[src/rtl/rect_motion_ctl_if.sv]
// rect_motion_ctl_if: VGA/mouse inputs and position outputs of the motion controller.
interface rect_motion_ctl_if;
  logic        vblnk;
  logic        mouse_left;
  logic [11:0] mouse_xpos;
  logic [11:0] mouse_ypos;
  logic [11:0] x;
  logic [11:0] y;
  logic [1:0]  state;

  modport master (
    output vblnk, mouse_left, mouse_xpos, mouse_ypos,
    input  x, y, state
  );

  modport slave (
    input  vblnk, mouse_left, mouse_xpos, mouse_ypos,
    output x, y, state
  );
endinterface

[src/rtl/rect_motion_ctl.sv]
// rect_motion_ctl: rectangle follows the mouse, then drops under gravity on a
// left-button press, bounces off the floor with damping and comes to rest.
// Position updates once per frame on the vblnk rising edge.
// Optional macro RECT_MOTION_AUTOREL_EN: leave REST automatically after REST_FRAMES ticks.
module rect_motion_ctl #(
`ifdef RECT_MOTION_AUTOREL_EN
  parameter int unsigned REST_FRAMES = 120,
`endif
  parameter int unsigned SCREEN_W   = 800,
  parameter int unsigned SCREEN_H   = 600,
  parameter int unsigned RECT_W     = 48,
  parameter int unsigned RECT_H     = 64,
  parameter int unsigned G          = 1,
  parameter int unsigned VMAX       = 32,
  parameter int unsigned DAMP_SHIFT = 1,
  parameter int unsigned V_MIN      = 2
) (
  input logic              clk,
  input logic              rst,
  rect_motion_ctl_if.slave bus
);

  localparam int unsigned CW = 12;
  localparam int unsigned SW = CW + 1;

  localparam logic [CW-1:0] XMAX  = CW'(SCREEN_W - RECT_W);
  localparam logic [CW-1:0] FLOOR = CW'(SCREEN_H - RECT_H);
  localparam logic [CW-1:0] GV    = CW'(G);
  localparam logic [CW-1:0] VMAXV = CW'(VMAX);
  localparam logic [CW-1:0] VMINV = CW'(V_MIN);

  typedef enum logic [1:0] {
    FOLLOW = 2'd0,
    FALL   = 2'd1,
    RISE   = 2'd2,
    REST   = 2'd3
  } state_t;

  state_t        state_q, state_d;
  logic [CW-1:0] x_q, x_d;
  logic [CW-1:0] y_q, y_d;
  logic [CW-1:0] vel_q, vel_d;
  logic          vblnk_q;
  logic          mouse_left_q;

  logic          tick;
  logic          press;
  logic [CW-1:0] v_inc;
  logic [CW-1:0] v_fall;
  logic [CW-1:0] v_rise;
  logic [CW-1:0] bounce;
  logic [SW-1:0] y_sum;

`ifdef RECT_MOTION_AUTOREL_EN
  localparam int unsigned RCW = $clog2(REST_FRAMES + 1);
  localparam logic [RCW-1:0] REST_LAST = RCW'(REST_FRAMES - 1);
  logic [RCW-1:0] rest_cnt_q, rest_cnt_d;
`endif

  assign tick  = bus.vblnk & ~vblnk_q;
  assign press = bus.mouse_left & ~mouse_left_q;

  // Per-frame velocity and position arithmetic; y sum is one bit wider to catch floor overshoot.
  always_comb begin
    v_inc  = vel_q + GV;
    v_fall = (v_inc > VMAXV) ? VMAXV : v_inc;
    y_sum  = {1'b0, y_q} + {1'b0, v_fall};
    bounce = v_fall >> DAMP_SHIFT;
    v_rise = vel_q - GV;
  end

  // Next-state and next-position logic; a press outranks a same-cycle tick.
  always_comb begin
    state_d = state_q;
    x_d     = x_q;
    y_d     = y_q;
    vel_d   = vel_q;
`ifdef RECT_MOTION_AUTOREL_EN
    rest_cnt_d = rest_cnt_q;
`endif
    case (state_q)
      FOLLOW: begin
        if (press) begin
          state_d = FALL;
          vel_d   = '0;
        end else if (tick) begin
          x_d = (bus.mouse_xpos > XMAX)  ? XMAX  : bus.mouse_xpos;
          y_d = (bus.mouse_ypos > FLOOR) ? FLOOR : bus.mouse_ypos;
        end
      end
      FALL: begin
        if (tick) begin
          if (y_sum >= {1'b0, FLOOR}) begin
            y_d = FLOOR;
            if (bounce < VMINV) begin
              state_d = REST;
              vel_d   = '0;
`ifdef RECT_MOTION_AUTOREL_EN
              rest_cnt_d = '0;
`endif
            end else begin
              state_d = RISE;
              vel_d   = bounce;
            end
          end else begin
            y_d   = y_sum[CW-1:0];
            vel_d = v_fall;
          end
        end
      end
      RISE: begin
        if (tick) begin
          if (vel_q <= GV) begin
            vel_d   = '0;
            state_d = FALL;
          end else if (y_q < v_rise) begin
            y_d     = '0;
            vel_d   = '0;
            state_d = FALL;
          end else begin
            y_d   = y_q - v_rise;
            vel_d = v_rise;
          end
        end
      end
      REST: begin
        if (press) begin
          state_d = FOLLOW;
        end
`ifdef RECT_MOTION_AUTOREL_EN
        else if (tick) begin
          if (rest_cnt_q == REST_LAST) begin
            state_d = FOLLOW;
          end else begin
            rest_cnt_d = rest_cnt_q + 1'b1;
          end
        end
`endif
      end
      default: state_d = FOLLOW;
    endcase
  end

  // State, position, velocity and edge-detect registers.
  always_ff @(posedge clk) begin
    if (rst) begin
      state_q      <= FOLLOW;
      x_q          <= '0;
      y_q          <= '0;
      vel_q        <= '0;
      vblnk_q      <= 1'b0;
      mouse_left_q <= 1'b0;
`ifdef RECT_MOTION_AUTOREL_EN
      rest_cnt_q   <= '0;
`endif
    end else begin
      state_q      <= state_d;
      x_q          <= x_d;
      y_q          <= y_d;
      vel_q        <= vel_d;
      vblnk_q      <= bus.vblnk;
      mouse_left_q <= bus.mouse_left;
`ifdef RECT_MOTION_AUTOREL_EN
      rest_cnt_q   <= rest_cnt_d;
`endif
    end
  end

  assign bus.x     = x_q;
  assign bus.y     = y_q;
  assign bus.state = state_q;

endmodule

[src/flat_wrapper.sv]
// flat-port wrapper written by rule: the top's interface ports become plain ports
module rect_motion_ctl_flat 
#(

  parameter int unsigned SCREEN_W   = 800,
  parameter int unsigned SCREEN_H   = 600,
  parameter int unsigned RECT_W     = 48,
  parameter int unsigned RECT_H     = 64,
  parameter int unsigned G          = 1,
  parameter int unsigned VMAX       = 32,
  parameter int unsigned DAMP_SHIFT = 1,
  parameter int unsigned V_MIN      = 2
)
  (clk, rst, bus_vblnk, bus_mouse_left, bus_mouse_xpos, bus_mouse_ypos, bus_x, bus_y, bus_state);
  rect_motion_ctl_if bus_i ();
  input logic clk;
  input logic rst;
  input wire logic [$bits(bus_i.vblnk)-1:0] bus_vblnk;
  input wire logic [$bits(bus_i.mouse_left)-1:0] bus_mouse_left;
  input wire logic [$bits(bus_i.mouse_xpos)-1:0] bus_mouse_xpos;
  input wire logic [$bits(bus_i.mouse_ypos)-1:0] bus_mouse_ypos;
  output wire logic [$bits(bus_i.x)-1:0] bus_x;
  output wire logic [$bits(bus_i.y)-1:0] bus_y;
  output wire logic [$bits(bus_i.state)-1:0] bus_state;
  assign bus_i.vblnk = bus_vblnk;
  assign bus_i.mouse_left = bus_mouse_left;
  assign bus_i.mouse_xpos = bus_mouse_xpos;
  assign bus_i.mouse_ypos = bus_mouse_ypos;
  assign bus_x = bus_i.x;
  assign bus_y = bus_i.y;
  assign bus_state = bus_i.state;
  rect_motion_ctl #(.SCREEN_W(SCREEN_W), .SCREEN_H(SCREEN_H), .RECT_W(RECT_W), .RECT_H(RECT_H), .G(G), .VMAX(VMAX), .DAMP_SHIFT(DAMP_SHIFT), .V_MIN(V_MIN)) u_core (.clk(clk), .rst(rst), .bus(bus_i));
endmodule
[config.mk]
export PLATFORM = sky130hd
export DESIGN_NAME = rect_motion_ctl_flat
export DESIGN_NICKNAME = d
export VERILOG_FILES = /design/src/rtl/rect_motion_ctl_if.sv /design/src/rtl/rect_motion_ctl.sv /design/src/flat_wrapper.sv
export SDC_FILE = /design/constraint.sdc
export NUM_CORES = 1
export LEC_CHECK = 0
export CORE_MARGIN = 3
export CORE_UTILIZATION = 24
export CTS_BUF_LIST = sky130_fd_sc_hd__clkbuf_4
export DETAILED_ROUTE_END_ITERATION = 8
export PLACE_DENSITY_LB_ADDON = 0.1
export SETUP_SLACK_MARGIN = 0.4
export SLEW_MARGIN = 5
export SYNTH_ARGS = -nofsm -noshare
export SYNTH_HDL_FRONTEND = slang
export SYNTH_SLANG_ARGS = --single-unit
[constraint.sdc]
create_clock -name clk -period 6.8 [get_ports clk]
set_clock_uncertainty 0.1 [all_clocks]
set_input_delay 1.36 -clock clk [delete_from_list [all_inputs] [get_ports clk]]
set_output_delay 1.36 -clock clk [all_outputs]
set_load 0.1 [all_outputs]
* Word level (Yosys, flattened, before mapping) *
Index checks and enable logic that the tools add are counted.
Widths: inputs -> output; s select.

storage, ports and cells
  bits in registers = 40
  input bits = 28
  output and inout port bits = 26

operators by class
  add/sub/neg operators = 4
  $lt $le $gt $ge = 7
  equality and inequality tests = 12
  mux-type cells = 28
  bitwise gates (word level) = 5
  reductions and logical operators = 6

operator list
  operator               number
  $mux 12                16
  $pmux 12 s3            2
  $gt 12x10->1 const B   2
  $mux 2                 7
  $add 12x12->13         1
  $ge 13x10->1 const B   1
  $add 12x1->12 const B  1
  $gt 12x6->1 const B    1
  $le 12x1->1 const B    1
  $lt 12x12->1           1
  $ne 2x1->1 const B     6
  $reduce_and 6->1       2
  $sub 12x1->12 const B  1
  $sub 12x12->12         1
  $lt 11x2->1 const B    1
  $mux 11                1
  $pmux 2 s4             1
  $eq 2x2->1 const B     2
  $ne 2x2->1 const B     2
  $reduce_and 4->1       1
  $ne 3x1->1 const B     1
  $not 1->1              3
  $reduce_and 3->1       1
  $reduce_bool 3->1      1
  other kinds (4)        5

* Longest topological paths before layout *
  word-level depth = 8
  depth in mapped cells = 20
  mapped depth without buffers = 18

* Worst setup path before layout *
OpenSTA, ideal clock, no wires.

  path kind = flip-flop to flip-flop
  from = reg u_core.vel_q[0]
  to = reg u_core.y_q[1] (netlist: u_core.bus.y[1])
  arrival time = 4.697 ns
  slack = 1.904 ns
  stages on the path, launching flop included = 18
  buffers on the path = 1
  clock period less this slack = 4.896 ns
  cells stage by stage = dfxtp_1 > ha_1 > buf_2 > nand3_1 > or4b_1 > a2111o_1 > or2_2 > inv_1 > ha_1 > a21o_1 > a21oi_1 > o21bai_1 > maj3_4 > xor2_1 > o21bai_1 > o41a_1 > or4_4 > a2111oi_4

on the way
  cells in the longest elaborated chain, start to end = 8
  elaborated cells between the ends (all ways) = 17

ends and longest elaborated chain
  item                    RTL line                text
  start, declared         rect_motion_ctl.sv:42   logic [CW-1:0] vel_q, vel_d;
  start signal, assigned  rect_motion_ctl.sv:160  vel_q <= vel_d;
  $add 12x1->12           rect_motion_ctl.sv:65   v_inc = vel_q + GV;
  $gt 12x6->1             rect_motion_ctl.sv:66   v_fall = (v_inc > VMAXV) ? VMAXV : v_inc;
  $mux 12                 rect_motion_ctl.sv:66
  $add 12x12->13          rect_motion_ctl.sv:67   y_sum = {1'b0, y_q} + {1'b0, v_fall};
  $ge 13x10->1            rect_motion_ctl.sv:93   if (y_sum >= {1'b0, FLOOR}) begin
  $mux 12                 rect_motion_ctl.sv:93
  $mux 12                 rect_motion_ctl.sv:92   if (tick) begin
  $pmux 12 s3             rect_motion_ctl.sv:81   case (state_q)
  end signal, assigned    rect_motion_ctl.sv:159  y_q <= y_d;
  end, declared           rect_motion_ctl.sv:41   logic [CW-1:0] y_q, y_d;

Parallel ways exist; a longest one is shown, timed or not. The select of a mux whose other input is x is not followed.
A chain may end at the register's enable or synchronous reset.

* Final worst setup path *
  from = reg u_core.vel_q[0]
  to = reg u_core.vel_q[0]

on the way
  cells in the longest elaborated chain, start to end = 8
  elaborated cells between the ends (all ways) = 16

ends and longest elaborated chain
  item                                                  RTL line
  $add 12x1->12                                         rect_motion_ctl.sv:65
  $gt 12x6->1                                           rect_motion_ctl.sv:66
  $mux 12                                               rect_motion_ctl.sv:66
  $add 12x12->13 / $lt 11x2->1 (equally long branches)  rect_motion_ctl.sv:67, rect_motion_ctl.sv:95
  $ge 13x10->1 / $mux 11 (equally long branches)        rect_motion_ctl.sv:93, rect_motion_ctl.sv:95
  $mux 12                                               rect_motion_ctl.sv:93
  $mux 12                                               rect_motion_ctl.sv:92
  $pmux 12 s3 (*)                                       rect_motion_ctl.sv:81

Mark *: on every way between the ends. The rest lies on a longest branch, timed or not. The select of a mux whose other input is x is not followed.

==> flow_summary.json <==
{
  "ys_ff_latch": 40,
  "post_cts_buffers": 0,
  "clk_latency_ps": 400,
  "ys_async_sr_fraction_pct": 0,
  "avgSynthCellArea_sq_um": 7.73,
  "syn_to_final_growth_pct": 22.1,
  "worstPathCellList": "ha_1 > nand3_1 > or4b_1 > a2111o_1 > or2_2 > inv_1 > ha_1 > a21o_1 > a21oi_1 > o21bai_1 > nand4_1 > a21boi_0 > nand2_1 > o311ai_1 > o41ai_2 > buf_4 > a2111oi_0 > a311o_1",
  "final_cell_mix": "clkdlybuf4s50_1, nor2_1, dfxtp_1",
  "synth_top_cell_by_area": "dfxtp_1",
  "remaining_drc_errors": 0,
  "finalHoldViolations": 0,
  "crit_buf_inv": 2,
  "crit_arrival_ps": 6010,
  "min_period_ps": 5750,
  "wl_microns": 13400,
  "cts.path.max_buffers": 2,
  "die_x_microns": 132,
  "timing.final.crit_share_pct": 84.6,
  "vias_per_cell": 5.15,
  "finalNetCount": 597,
  "yosysSeqAreaShare_pct": 21.1,
  "synthCells": 492,
  "clock-sinks": 40,
  "ys.flop_type": "dfxtp_1",
  "maxSlewHeadroom_pct": 32.4,
  "grt_pass1_vias": 3744,
  "drt-wirelength-per-cell_microns": 17.9,
  "worstSetupPathType": "flop to flop",
  "internal-power_uw": 615,
  "synth-edff-count": 0,
  "p_switching_uw": 792,
  "crit_top_cell": "ha_1",
  "r2r-end": "u_core.vel_q[0]$_SDFFE_PP0P_",
  "numCtsBuffers": 5,
  "final_core_util_pct": 30.2,
  "required_ps": 7060,
  "cap_viol_max_count": 0,
  "route.vias.total": 3851,
  "pwr-share-seq_pct": 21.9,
  "max_freq_ghz": 0.174,
  "path_clk_slew_ps": 160,
  "yosys.area.top_type_share_pct": 21.1,
  "fillers": 1674,
  "critPathTopFamily": "compound AO/OA/AOI/OAI gates",
  "drive_gt1_share_pct": 5.97,
  "pin_count": 54,
  "start_kind": "flop",
  "hp-start": "u_core.bus.x[8]$_SDFFE_PP0P_",
  "grt_usage_pct": 15.2,
  "start_util_pct": 24.7,
  "ctsHoldBuffers": 0,
  "p_per_area_nw_per_um2": 303,
  "p_comb_share_pct": 65.2,
  "yosysUniqueCellTypes": 67,
  "cts_tree": "yes",
  "cts.htree.levels": 2,
  "worstHoldEndpoint": "u_core.bus.x[8]$_SDFFE_PP0P_",
  "gp_congestion": 0.851,
  "switching_share_pct": 56.3,
  "cts-resized-gates": 0,
  "timing.rr.start": "u_core.vel_q[0]$_SDFFE_PP0P_",
  "hold_path.class": "flop to flop",
  "clkPwrFrac_pct": 12.9,
  "fp.dieH_microns": 132,
  "p_leak_nw": 1.85,
  "postRouteAntennaNets": 0,
  "worst_pin_slew_ps": 1010,
  "dieArea_sq_um": 17400,
  "syn_area_sq_um": 3800,
  "drt_pre_antenna_iters": 7,
  "drt_iter0_drc": 238,
  "synth_warnings": 0,
  "finalSetupViolations": 0,
  "place_hpwl_microns": 10300,
  "rows": 45,
  "grt_overflow": 0,
  "rr_worst_depth": 18,
  "layout_commonest_cell": "clkdlybuf4s50_1",
  "rsz0062_at_grt": "no",
  "grt_pass1_wl_microns": 21300,
  "outcome": "completed",
  "max_stage_delay_ps": 630,
  "dp.cells": 739,
  "slowest_stage": "dfxtp_1",
  "hold_depth": 2,
  "tns_ps": 0,
  "io_buffers": 53,
  "finalNonFillerCells": 748,
  "root_buffer": "clkbuf_4",
  "antenna_found_initial": 1,
  "report.final.slew_viol_count": 0,
  "synth.area.top_cells": "dfxtp_1, ha_1, xnor2_1, nor2_1, a21oi_1",
  "critPathCaptureType": "flop",
  "core_area_sq_um": 15400,
  "ir_drop_uv": 131,
  "grt_max_degree": 23,
  "rrSetupSlack_ps": 1050,
  "crit_fanout": 14
}
-- worst reg2reg max path, cell delays in order (launching register included) --
cell and delay [ps]:
dfxtp_1 630, ha_1 420, nand3_1 150, or4b_1 510
a2111o_1 500, or2_2 360, inv_1 90, ha_1 220
a21o_1 180, a21oi_1 240, o21bai_1 160, nand4_1 110
a21boi_0 280, nand2_1 120, o311ai_1 560, o41ai_2 200
buf_4 220, a2111oi_0 470, a311o_1 180
-- through the flow --
| step | power (mW) | cell area (sq um) | hold WS, ps | worst slack, ps |
|---|---|---|---|---|
| finish | 1.41 | 4640 | 372 | 1050 |
| detailed placement | 1.22 | 4560 | 353 | 1170 |
| floorplan | 0.956 | 3820 | 447 | 1900 |
| global placement | 1.23 | 4560 | 347 | 1300 |
| global route | 1.50 | 4640 | 404 | 635 |
| CTS | 1.41 | 4640 | 380 | 1130 |
-- kinds of logic (layout without fill, tap and decap cells) --
group	Yosys count	in the layout	share of synthesized area [%]
XOR/XNOR	32	32	7.37
AO/OA/AOI/OAI	156	156	30.3
adder cells (fa/ha/maj)	35	35	11.9
flip-flops	40	40	21.1
AND/OR/NAND/NOR	165	165	22.3
other	1	7	0.0986
buffers and inverters	61	100	6.35
multiplexers	2	2	0.527
-- flip-flops by register name (all words and copies together) (netlist names) --
signal,cells
u_core.bus.state,2
u_core.vel_q,12
u_core.mouse_left_q,1
u_core.vblnk_q,1
u_core.bus.y,12
u_core.bus.x,12
-- per-layer routing --
metal	share of wire, %	global-route usage, %	vias up
li1	-	-	1914
met4	1.2	3.85	0
met5	0	0	-
met2	45	23.8	94
met1	50	21.6	1831
met3	4.1	2.63	12
-- final cells by class --
type | count | area (sq um) | area share, %
Multi-Input combinational cell | 396 | 2790 | 60.1
Sequential cell | 40 | 801 | 17.3
Timing Repair Buffer | 60 | 583 | 12.6
Tap cell | 211 | 264 | 5.69
Inverter | 32 | 120 | 2.59
Clock inverter | 3 | 46.3 | 0.997
Clock buffer | 5 | 37.5 | 0.809
Antenna cell | 1 | 2.50 | 0.0539
-- power groups by stage --
stage	Clock (mW)	Combinational (mW)	Sequential [mW]
after floorplan	0	0.470	0.486
after global placement	0	0.913	0.314
after detailed placement	0	0.903	0.316
after CTS	0.192	0.909	0.310
after global routing	0.199	0.987	0.314
final	0.181	0.917	0.308
-- worst max-delay path by stage --
stage,depth (start not counted),endpoint,slack (ps),startpoint
after floorplan,17,u_core.bus.y[1]$_SDFFE_PP0P_,1900,u_core.vel_q[0]$_SDFFE_PP0P_
after global placement,17,u_core.bus.y[1]$_SDFFE_PP0P_,1300,u_core.vel_q[0]$_SDFFE_PP0P_
after detailed placement,18,u_core.vel_q[0]$_SDFFE_PP0P_,1170,u_core.vel_q[0]$_SDFFE_PP0P_
after CTS,18,u_core.vel_q[0]$_SDFFE_PP0P_,1130,u_core.vel_q[0]$_SDFFE_PP0P_
after global routing,18,u_core.vel_q[0]$_SDFFE_PP0P_,630,u_core.vel_q[0]$_SDFFE_PP0P_
final,18,u_core.vel_q[0]$_SDFFE_PP0P_,1050,u_core.vel_q[0]$_SDFFE_PP0P_
-- Yosys cell counts, types with 9 or more instances --
cell,number
nor3_1,10
o21ai_0,26
nand3_1,17
dfxtp_1,40
inv_1,31
xor2_1,9
a21o_1,10
a211oi_1,10
ha_1,32
nand2_1,28
a2bb2oi_1,9
a21oi_1,35
xnor2_1,23
nor2_1,48
nor2b_1,12
nand4_1,11
clkbuf_1,19
Power figures use the tool's default switching activity.
